**config.mk**
```make
export PLATFORM = sky130hd
export DESIGN_NAME = aes_axis_blk_collector_flat
export DESIGN_NICKNAME = d
export VERILOG_FILES = /design/src/rtl/aes_axis_blk_collector_if.sv /design/src/rtl/aes_axis_blk_collector.sv /design/src/flat_wrapper.sv
export SDC_FILE = /design/constraint.sdc
export NUM_CORES = 1
export LEC_CHECK = 0
export CAP_MARGIN = 10
export CORE_ASPECT_RATIO = 1.75
export CORE_MARGIN = 3
export CORE_UTILIZATION = 40
export CTS_CLUSTER_SIZE = 28
export DETAILED_ROUTE_END_ITERATION = 8
export GPL_TIMING_DRIVEN = 1
export SYNTH_ARGS = -nofsm -noshare
export SYNTH_HDL_FRONTEND = slang
export SYNTH_SLANG_ARGS = --single-unit
```
**constraint.sdc**
```tcl
create_clock -name aclk -period 3.03 [get_ports aclk]
set_clock_uncertainty 0.1 [all_clocks]
set_input_delay 0.606 -clock aclk [delete_from_list [all_inputs] [get_ports aclk]]
set_output_delay 0.606 -clock aclk [all_outputs]
set_load 0.01 [all_outputs]
```
**src/rtl/aes_axis_blk_collector_if.sv**
```systemverilog
// Stream and block-handshake bundle for the AES ingress collector.
// The collector is the stream slave and the block-side source; the
// master modport is the host/DMA plus AES-core side of the bundle.
interface aes_axis_blk_collector_if;
  logic [31:0] s_axis_tdata;
  logic        s_axis_tvalid;
  logic        s_axis_tready;
  logic        s_axis_tlast;
  logic [0:127] out_blk;
  logic        out_valid;
  logic        out_ready;
  logic        out_last;
  logic        out_partial;

  modport master (
    output s_axis_tdata, s_axis_tvalid, s_axis_tlast,
    input  s_axis_tready,
    input  out_blk, out_valid, out_last, out_partial,
    output out_ready
  );

  modport slave (
    input  s_axis_tdata, s_axis_tvalid, s_axis_tlast,
    output s_axis_tready,
    output out_blk, out_valid, out_last, out_partial,
    input  out_ready
  );
endinterface

```
**src/rtl/aes_axis_blk_collector.sv**
```systemverilog
// AES ingress collector: byte-swaps 32-bit stream words, packs four of
// them into a 128-bit block (first word at bit 0 of [0:127]), tags blocks
// closed early by tlast, and holds one finished block in an output
// register while the next block keeps assembling.
module aes_axis_blk_collector #(
  parameter bit SWAP_BYTES = 1'b1,
  parameter int CNT_W      = 16
) (
  input  logic             aclk,
  input  logic             aresetn,
  aes_axis_blk_collector_if.slave bus,
  output logic             frame_err,
  output logic [CNT_W-1:0] blk_cnt
);

  localparam int DATA_W = 32;
  localparam int BLK_W  = 128;

  function automatic logic [DATA_W-1:0] swap_word(input logic [DATA_W-1:0] w);
    return SWAP_BYTES ? {w[7:0], w[15:8], w[23:16], w[31:24]} : w;
  endfunction

  logic              aresetn_q;
  logic [1:0]        idx;
  logic [0:BLK_W-1]  asm_p0;
  logic [0:BLK_W-1]  asm_next;
  logic [0:BLK_W-1]  blk_p1;
  logic              vld_p1;
  logic              last_p1;
  logic              part_p1;
  logic              completing;
  logic              tready;
  logic              accept;
  logic              complete;
  logic              drain;
  logic              partial_now;

  // Handshake decode: stall only a word that would close a block while the
  // output register is full and not emptying this cycle.
  always_comb begin
    completing  = (idx == 2'd3) || bus.s_axis_tlast;
    tready      = aresetn_q && !(completing && vld_p1 && !bus.out_ready);
    accept      = bus.s_axis_tvalid && tready;
    complete    = accept && completing;
    drain       = vld_p1 && bus.out_ready;
    partial_now = bus.s_axis_tlast && (idx != 2'd3);
  end

  // Merge the incoming (optionally swapped) word into its slot of the block.
  always_comb begin
    asm_next = asm_p0;
    asm_next[{idx, 5'd0} +: DATA_W] = swap_word(bus.s_axis_tdata);
  end

  // Registered copy of reset keeps tready low for one cycle after release.
  always_ff @(posedge aclk or negedge aresetn) begin
    if (!aresetn) aresetn_q <= 1'b0;
    else          aresetn_q <= 1'b1;
  end

  // ---- stage p0: word assembly ----
  // Fill words in order; a completing word clears the buffer for the next block.
  always_ff @(posedge aclk or negedge aresetn) begin
    if (!aresetn) begin
      idx    <= 2'd0;
      asm_p0 <= '0;
    end else if (accept) begin
      if (completing) begin
        idx    <= 2'd0;
        asm_p0 <= '0;
      end else begin
        idx    <= idx + 2'd1;
        asm_p0 <= asm_next;
      end
    end
  end

  // ---- stage p1: output block register ----
  // Load on completion (even while draining the previous block); otherwise
  // drop valid once the consumer takes the block.
  always_ff @(posedge aclk or negedge aresetn) begin
    if (!aresetn) begin
      blk_p1  <= '0;
      vld_p1  <= 1'b0;
      last_p1 <= 1'b0;
      part_p1 <= 1'b0;
    end else if (complete) begin
      blk_p1  <= asm_next;
      vld_p1  <= 1'b1;
      last_p1 <= bus.s_axis_tlast;
      part_p1 <= partial_now;
    end else if (drain) begin
      vld_p1  <= 1'b0;
    end
  end

  // Status: sticky framing error and wrapping completed-block counter.
  always_ff @(posedge aclk or negedge aresetn) begin
    if (!aresetn) begin
      frame_err <= 1'b0;
      blk_cnt   <= '0;
    end else if (complete) begin
      blk_cnt <= blk_cnt + CNT_W'(1);
      if (partial_now) frame_err <= 1'b1;
    end
  end

  assign bus.s_axis_tready = tready;
  assign bus.out_blk       = blk_p1;
  assign bus.out_valid     = vld_p1;
  assign bus.out_last      = last_p1;
  assign bus.out_partial   = part_p1;

endmodule

```
**src/flat_wrapper.sv**
```systemverilog
// flat-port wrapper written by rule: the top's interface ports become plain ports
module aes_axis_blk_collector_flat 
#(
  parameter bit SWAP_BYTES = 1'b1,
  parameter int CNT_W      = 16
)
  (aclk, aresetn, frame_err, blk_cnt, bus_s_axis_tdata, bus_s_axis_tvalid, bus_s_axis_tlast, bus_s_axis_tready, bus_out_blk, bus_out_valid, bus_out_last, bus_out_partial, bus_out_ready);
  aes_axis_blk_collector_if bus_i ();
  input  logic aclk;
  input  logic aresetn;
  output logic frame_err;
  output logic [CNT_W-1:0] blk_cnt;
  input wire logic [$bits(bus_i.s_axis_tdata)-1:0] bus_s_axis_tdata;
  input wire logic [$bits(bus_i.s_axis_tvalid)-1:0] bus_s_axis_tvalid;
  input wire logic [$bits(bus_i.s_axis_tlast)-1:0] bus_s_axis_tlast;
  output wire logic [$bits(bus_i.s_axis_tready)-1:0] bus_s_axis_tready;
  output wire logic [$bits(bus_i.out_blk)-1:0] bus_out_blk;
  output wire logic [$bits(bus_i.out_valid)-1:0] bus_out_valid;
  output wire logic [$bits(bus_i.out_last)-1:0] bus_out_last;
  output wire logic [$bits(bus_i.out_partial)-1:0] bus_out_partial;
  input wire logic [$bits(bus_i.out_ready)-1:0] bus_out_ready;
  assign bus_i.s_axis_tdata = bus_s_axis_tdata;
  assign bus_i.s_axis_tvalid = bus_s_axis_tvalid;
  assign bus_i.s_axis_tlast = bus_s_axis_tlast;
  assign bus_s_axis_tready = bus_i.s_axis_tready;
  assign bus_out_blk = bus_i.out_blk;
  assign bus_out_valid = bus_i.out_valid;
  assign bus_out_last = bus_i.out_last;
  assign bus_out_partial = bus_i.out_partial;
  assign bus_i.out_ready = bus_out_ready;
  aes_axis_blk_collector #(.SWAP_BYTES(SWAP_BYTES), .CNT_W(CNT_W)) u_core (.aclk(aclk), .aresetn(aresetn), .bus(bus_i), .frame_err(frame_err), .blk_cnt(blk_cnt));
endmodule
```
==> impl_metrics.json <==
{
  "status": "complete, no violations",
  "die_width_um": 135,
  "worst_skew_pair.late_latency_ns": 0.54,
  "placed_area_um2": 13900,
  "worst-r2r-setup-slack_ns": 0.52,
  "core_area_um2": 28700,
  "antenna_violations_before_repair": 0,
  "grt_start_max_net_pins": 79,
  "combPwrFrac": 0.239,
  "syn2layout_area_growth_pct": 28.6,
  "io_buffer_count": 185,
  "internal_power_contribution_mw": 8.06,
  "placementRows": 82,
  "first_global_vias": 8795,
  "synth_seq_area_share": 0.599,
  "htree_num_levels": 1,
  "mappedNetlistNets": 1132,
  "cp_slowest_stage_delay_ns": 0.56,
  "maxSlewViolCount": 0,
  "nNetsFinal": 1295,
  "antenna_left": 0,
  "post_cts_buffers": 0,
  "netlist_area_um2": 11700,
  "detailedRoute.firstIterationViolations": 519,
  "global_route.usage.total": 0.210,
  "drc_errors": 0,
  "async_reset_ff_frac": 1.00,
  "setup_slack_ns": 0.0832,
  "timing.hold.worst.class": "reg -> reg",
  "finalPower_mw": 11.3,
  "max-cap-violations": 0,
  "stdcell_count": 1651,
  "dp.final_hpwl_mm": 21.5,
  "timing.critical_path.arrival_ns": 2.24,
  "num_io_pins": 186,
  "drt_pass1_iterations": 5,
  "setup_viol": 0,
  "fin_area_um2": 15000,
  "dieHeight_um": 232,
  "final_hold_viol_count": 0,
  "cts_sinks": 279,
  "finalCritPeriodShare": 0.973,
  "crit_path_start_kind": "flop",
  "worstPathMaxFanout": 7,
  "seq_power_share": 0.418,
  "synth.lib_cells_used.distinct": 41,
  "fmax_ghz": 0.339,
  "pwr-share-clk": 0.343,
  "clkSlewWorstSetupHoldPaths_ns": 0.06,
  "syn-instance-count": 1090,
  "cts-root-buf": "sky130_fd_sc_hd__clkbuf_16",
  "overflow_after_grt": 0,
  "hold_start": "u_core.blk_cnt[15]$_DFFE_PN0P_",
  "routed_via_density": 5.35,
  "ys_ff_latch": 279,
  "synth-main-ff-cell": "sky130_fd_sc_hd__dfrtp_1",
  "holdWs_ns": 0.376,
  "count_of_flip_flops_with_a_built_in_enable_after_synthesis": 0,
  "grt_first_pass_wirelength_mm": 51.6,
  "worst_tran_pin_value_ns": 0.996,
  "worst-setup-path-type": "reg -> out",
  "worstReg2RegEnd": "u_core.asm_p0[17]$_DFFE_PN0P_",
  "via_count": 8829,
  "worst_r2r_startpoint": "u_core.idx[0]$_DFFE_PN0P_",
  "tns_ns": 0,
  "cp_slowest_cell": "sky130_fd_sc_hd__clkdlybuf4s50_1",
  "globalplace.congestion": 0.808,
  "power.switching_fraction": 0.286,
  "start_util": 0.406,
  "crit_chain": "ha_4 -> or2_4 -> a21boi_0 -> clkdlybuf4s50_1",
  "detailedPlace.worstSlack_ns": 0.140,
  "post_route_cells_drive_above_1_share": 0.0911,
  "cts-buffers-inserted": 27,
  "die_area_um2": 31300,
  "timing.hold.worst_endpoint": "u_core.blk_cnt[15]$_DFFE_PN0P_",
  "synth.avg_cell_area_um2": 10.7,
  "wl_mm": 32.8,
  "required_time_of_the_worst_setup_path_ns": 2.32,
  "cts.path.max_buffers": 3,
  "rr_worst_depth": 6,
  "power.switching_mw": 3.22,
  "min_delay_path_depth": 1,
  "finish.utilization": 0.522,
  "max-slew-margin-rel": 0.333,
  "yosys_warnings": 0,
  "nFillCells": 2624,
  "power.density_nw_per_um2": 753,
  "post-route-min-period_ns": 2.95,
  "cellLeakagePower_nw": 6.54,
  "placedCellCount": 1601,
  "antennaDiodeCount": 0,
  "rsz0062_at_grt": "no",
  "irDropWorstVdd_uv": 446,
  "critical_path.endpoint_type": "primary output",
  "route.detailed.wl_per_inst_um": 19.9,
  "cts_tree": "yes"
}
-- layout make-up --
| type | count | area [um2] | area share |
|---|---|---|---|
| repair buffers | 218 | 2210 | 0.147 |
| clock inverters | 15 | 282 | 0.0188 |
| inverters | 4 | 15.0 | 0.00100 |
| flip-flops and latches | 279 | 6980 | 0.466 |
| well taps | 378 | 473 | 0.0316 |
| clock buffers | 34 | 742 | 0.0495 |
| multi-input cells | 723 | 4290 | 0.286 |
-- worst max-delay path: cells and delay by family (launching register included) --
family,cells,cell delay (ns)
AOI/OAI and AO/OA,1,0.16
adders and majority gates,1,0.22
DFF,1,0.47
and+or+nand+nor,1,0.29
buffers and inverters,1,0.56
-- metal layers --
| layer | part of all wire | global-route usage |
|---|---|---|
| met1 | 0.40 | 0.261 |
| met2 | 0.53 | 0.375 |
| met3 | 0.042 | 0.0271 |
| met4 | 0.031 | 0.0712 |
| met5 | 0 | 0 |
-- power by group through the flow --
| stage | clock (mW) | sequential [mW] | combinational [mW] |
|---|---|---|---|
| after floorplan | 0 | 4.91 | 0.967 |
| after global placement | 0 | 4.78 | 2.70 |
| after detailed placement | 0 | 4.78 | 2.74 |
| after CTS | 3.97 | 4.73 | 2.75 |
| after global routing | 4.12 | 4.79 | 2.94 |
| final | 3.87 | 4.72 | 2.70 |
-- synth_stat cells, types with 2 or more instances --
cell                       count  area (um2)
sky130_fd_sc_hd__and2b_1       5        37.5
sky130_fd_sc_hd__a22oi_2       4        50.1
sky130_fd_sc_hd__buf_2        38         190
sky130_fd_sc_hd__nor2b_1     123         769
sky130_fd_sc_hd__dfrtp_1     279        6980
sky130_fd_sc_hd__inv_1         2        7.51
sky130_fd_sc_hd__buf_1         2        7.51
sky130_fd_sc_hd__a22oi_1      60         450
sky130_fd_sc_hd__buf_6         8        90.1
sky130_fd_sc_hd__nor3_2        5        50.1
sky130_fd_sc_hd__a22o_1       64         561
sky130_fd_sc_hd__nand4_1       4        25.0
sky130_fd_sc_hd__ha_1          5        62.6
sky130_fd_sc_hd__a21oi_1     227        1140
sky130_fd_sc_hd__xor2_1        8        70.1
sky130_fd_sc_hd__o21ai_1       2        10.0
sky130_fd_sc_hd__buf_4         3        22.5
sky130_fd_sc_hd__o21ai_0       5        25.0
sky130_fd_sc_hd__clkbuf_1     33         124
sky130_fd_sc_hd__nor2_1      154         578
sky130_fd_sc_hd__and4_1        2        17.5
sky130_fd_sc_hd__nor2_2       11        68.8
sky130_fd_sc_hd__xnor2_1       7        61.3
sky130_fd_sc_hd__and3_1        6        37.5
sky130_fd_sc_hd__nand2_1      10        37.5
sky130_fd_sc_hd__nand3_1       8        40.0
-- layout by cell type (no fill, tap or decap), types with 3 or more instances in the layout --
cell,synthesis,layout
sky130_fd_sc_hd__a22oi_1,60,60
sky130_fd_sc_hd__and3_1,6,3
sky130_fd_sc_hd__o21ai_0,5,5
sky130_fd_sc_hd__xor2_1,8,8
sky130_fd_sc_hd__buf_12,0,8
sky130_fd_sc_hd__nor3_2,5,3
sky130_fd_sc_hd__and2b_1,5,5
sky130_fd_sc_hd__nor2_2,11,11
sky130_fd_sc_hd__a22o_1,64,64
sky130_fd_sc_hd__clkbuf_8,0,4
sky130_fd_sc_hd__xnor2_1,7,7
sky130_fd_sc_hd__nand4_1,4,4
sky130_fd_sc_hd__bufinv_16,0,8
sky130_fd_sc_hd__dfrtp_1,279,278
sky130_fd_sc_hd__clkbuf_16,0,27
sky130_fd_sc_hd__buf_4,3,24
sky130_fd_sc_hd__a21oi_1,227,227
sky130_fd_sc_hd__and3_2,0,3
sky130_fd_sc_hd__clkbuf_1,33,3
sky130_fd_sc_hd__clkinv_2,0,5
sky130_fd_sc_hd__a22oi_2,4,4
sky130_fd_sc_hd__nor2b_1,123,123
sky130_fd_sc_hd__nand3_1,8,8
sky130_fd_sc_hd__clkdlybuf4s50_1,0,184
sky130_fd_sc_hd__nand2_1,10,10
sky130_fd_sc_hd__nor2_1,154,153
sky130_fd_sc_hd__nor3_4,1,3
-- timing repair --
item                                    4_1_cts  5_1_grt
resized for setup                             1        1
hold buffers                                  1        0
hold endpoints to repair                     49        0
endpoints found under the setup margin        1        1
-- logic make-up after synthesis --
group,Yosys count,synth area share
AO/OA/AOI/OAI,367,0.197
AND/OR/NAND/NOR,334,0.147
flip-flops,279,0.599
buffers and inverters,88,0.0385
XOR/XNOR,15,0.0113
adder cells (fa/ha/maj),5,0.00537
other,1,0.000322
multiplexers,1,0.000966
-- state kept, by name, summed over array words and instances (netlist names) --
| register | flops |
|---|---|
| u_core.bus.out_valid | 1 |
| u_core.frame_err | 1 |
| u_core.bus.out_last | 1 |
| u_core.blk_cnt | 16 |
| u_core.asm_p0 | 128 |
| u_core.idx | 2 |
| u_core.aresetn_q | 1 |
| u_core.bus.out_blk | 128 |
| u_core.bus.out_partial | 1 |
-- how the worst max path moves through the flow --
stage                               from                            end  slack (ns)
2_1_floorplan  u_core.idx[0]$_DFFE_PN0P_              bus_s_axis_tready        0.91
3_3_place_gp            bus_s_axis_tlast  u_core.asm_p0[16]$_DFFE_PN0P_        0.19
3_5_place_dp            bus_s_axis_tlast  u_core.asm_p0[18]$_DFFE_PN0P_        0.14
4_1_cts        u_core.idx[1]$_DFFE_PN0P_              bus_s_axis_tready       0.002
5_1_grt        u_core.idx[1]$_DFFE_PN0P_              bus_s_axis_tready        0.01
6_report       u_core.idx[1]$_DFFE_PN0P_              bus_s_axis_tready        0.08
Note: power is estimated with default switching activity, not from simulation.
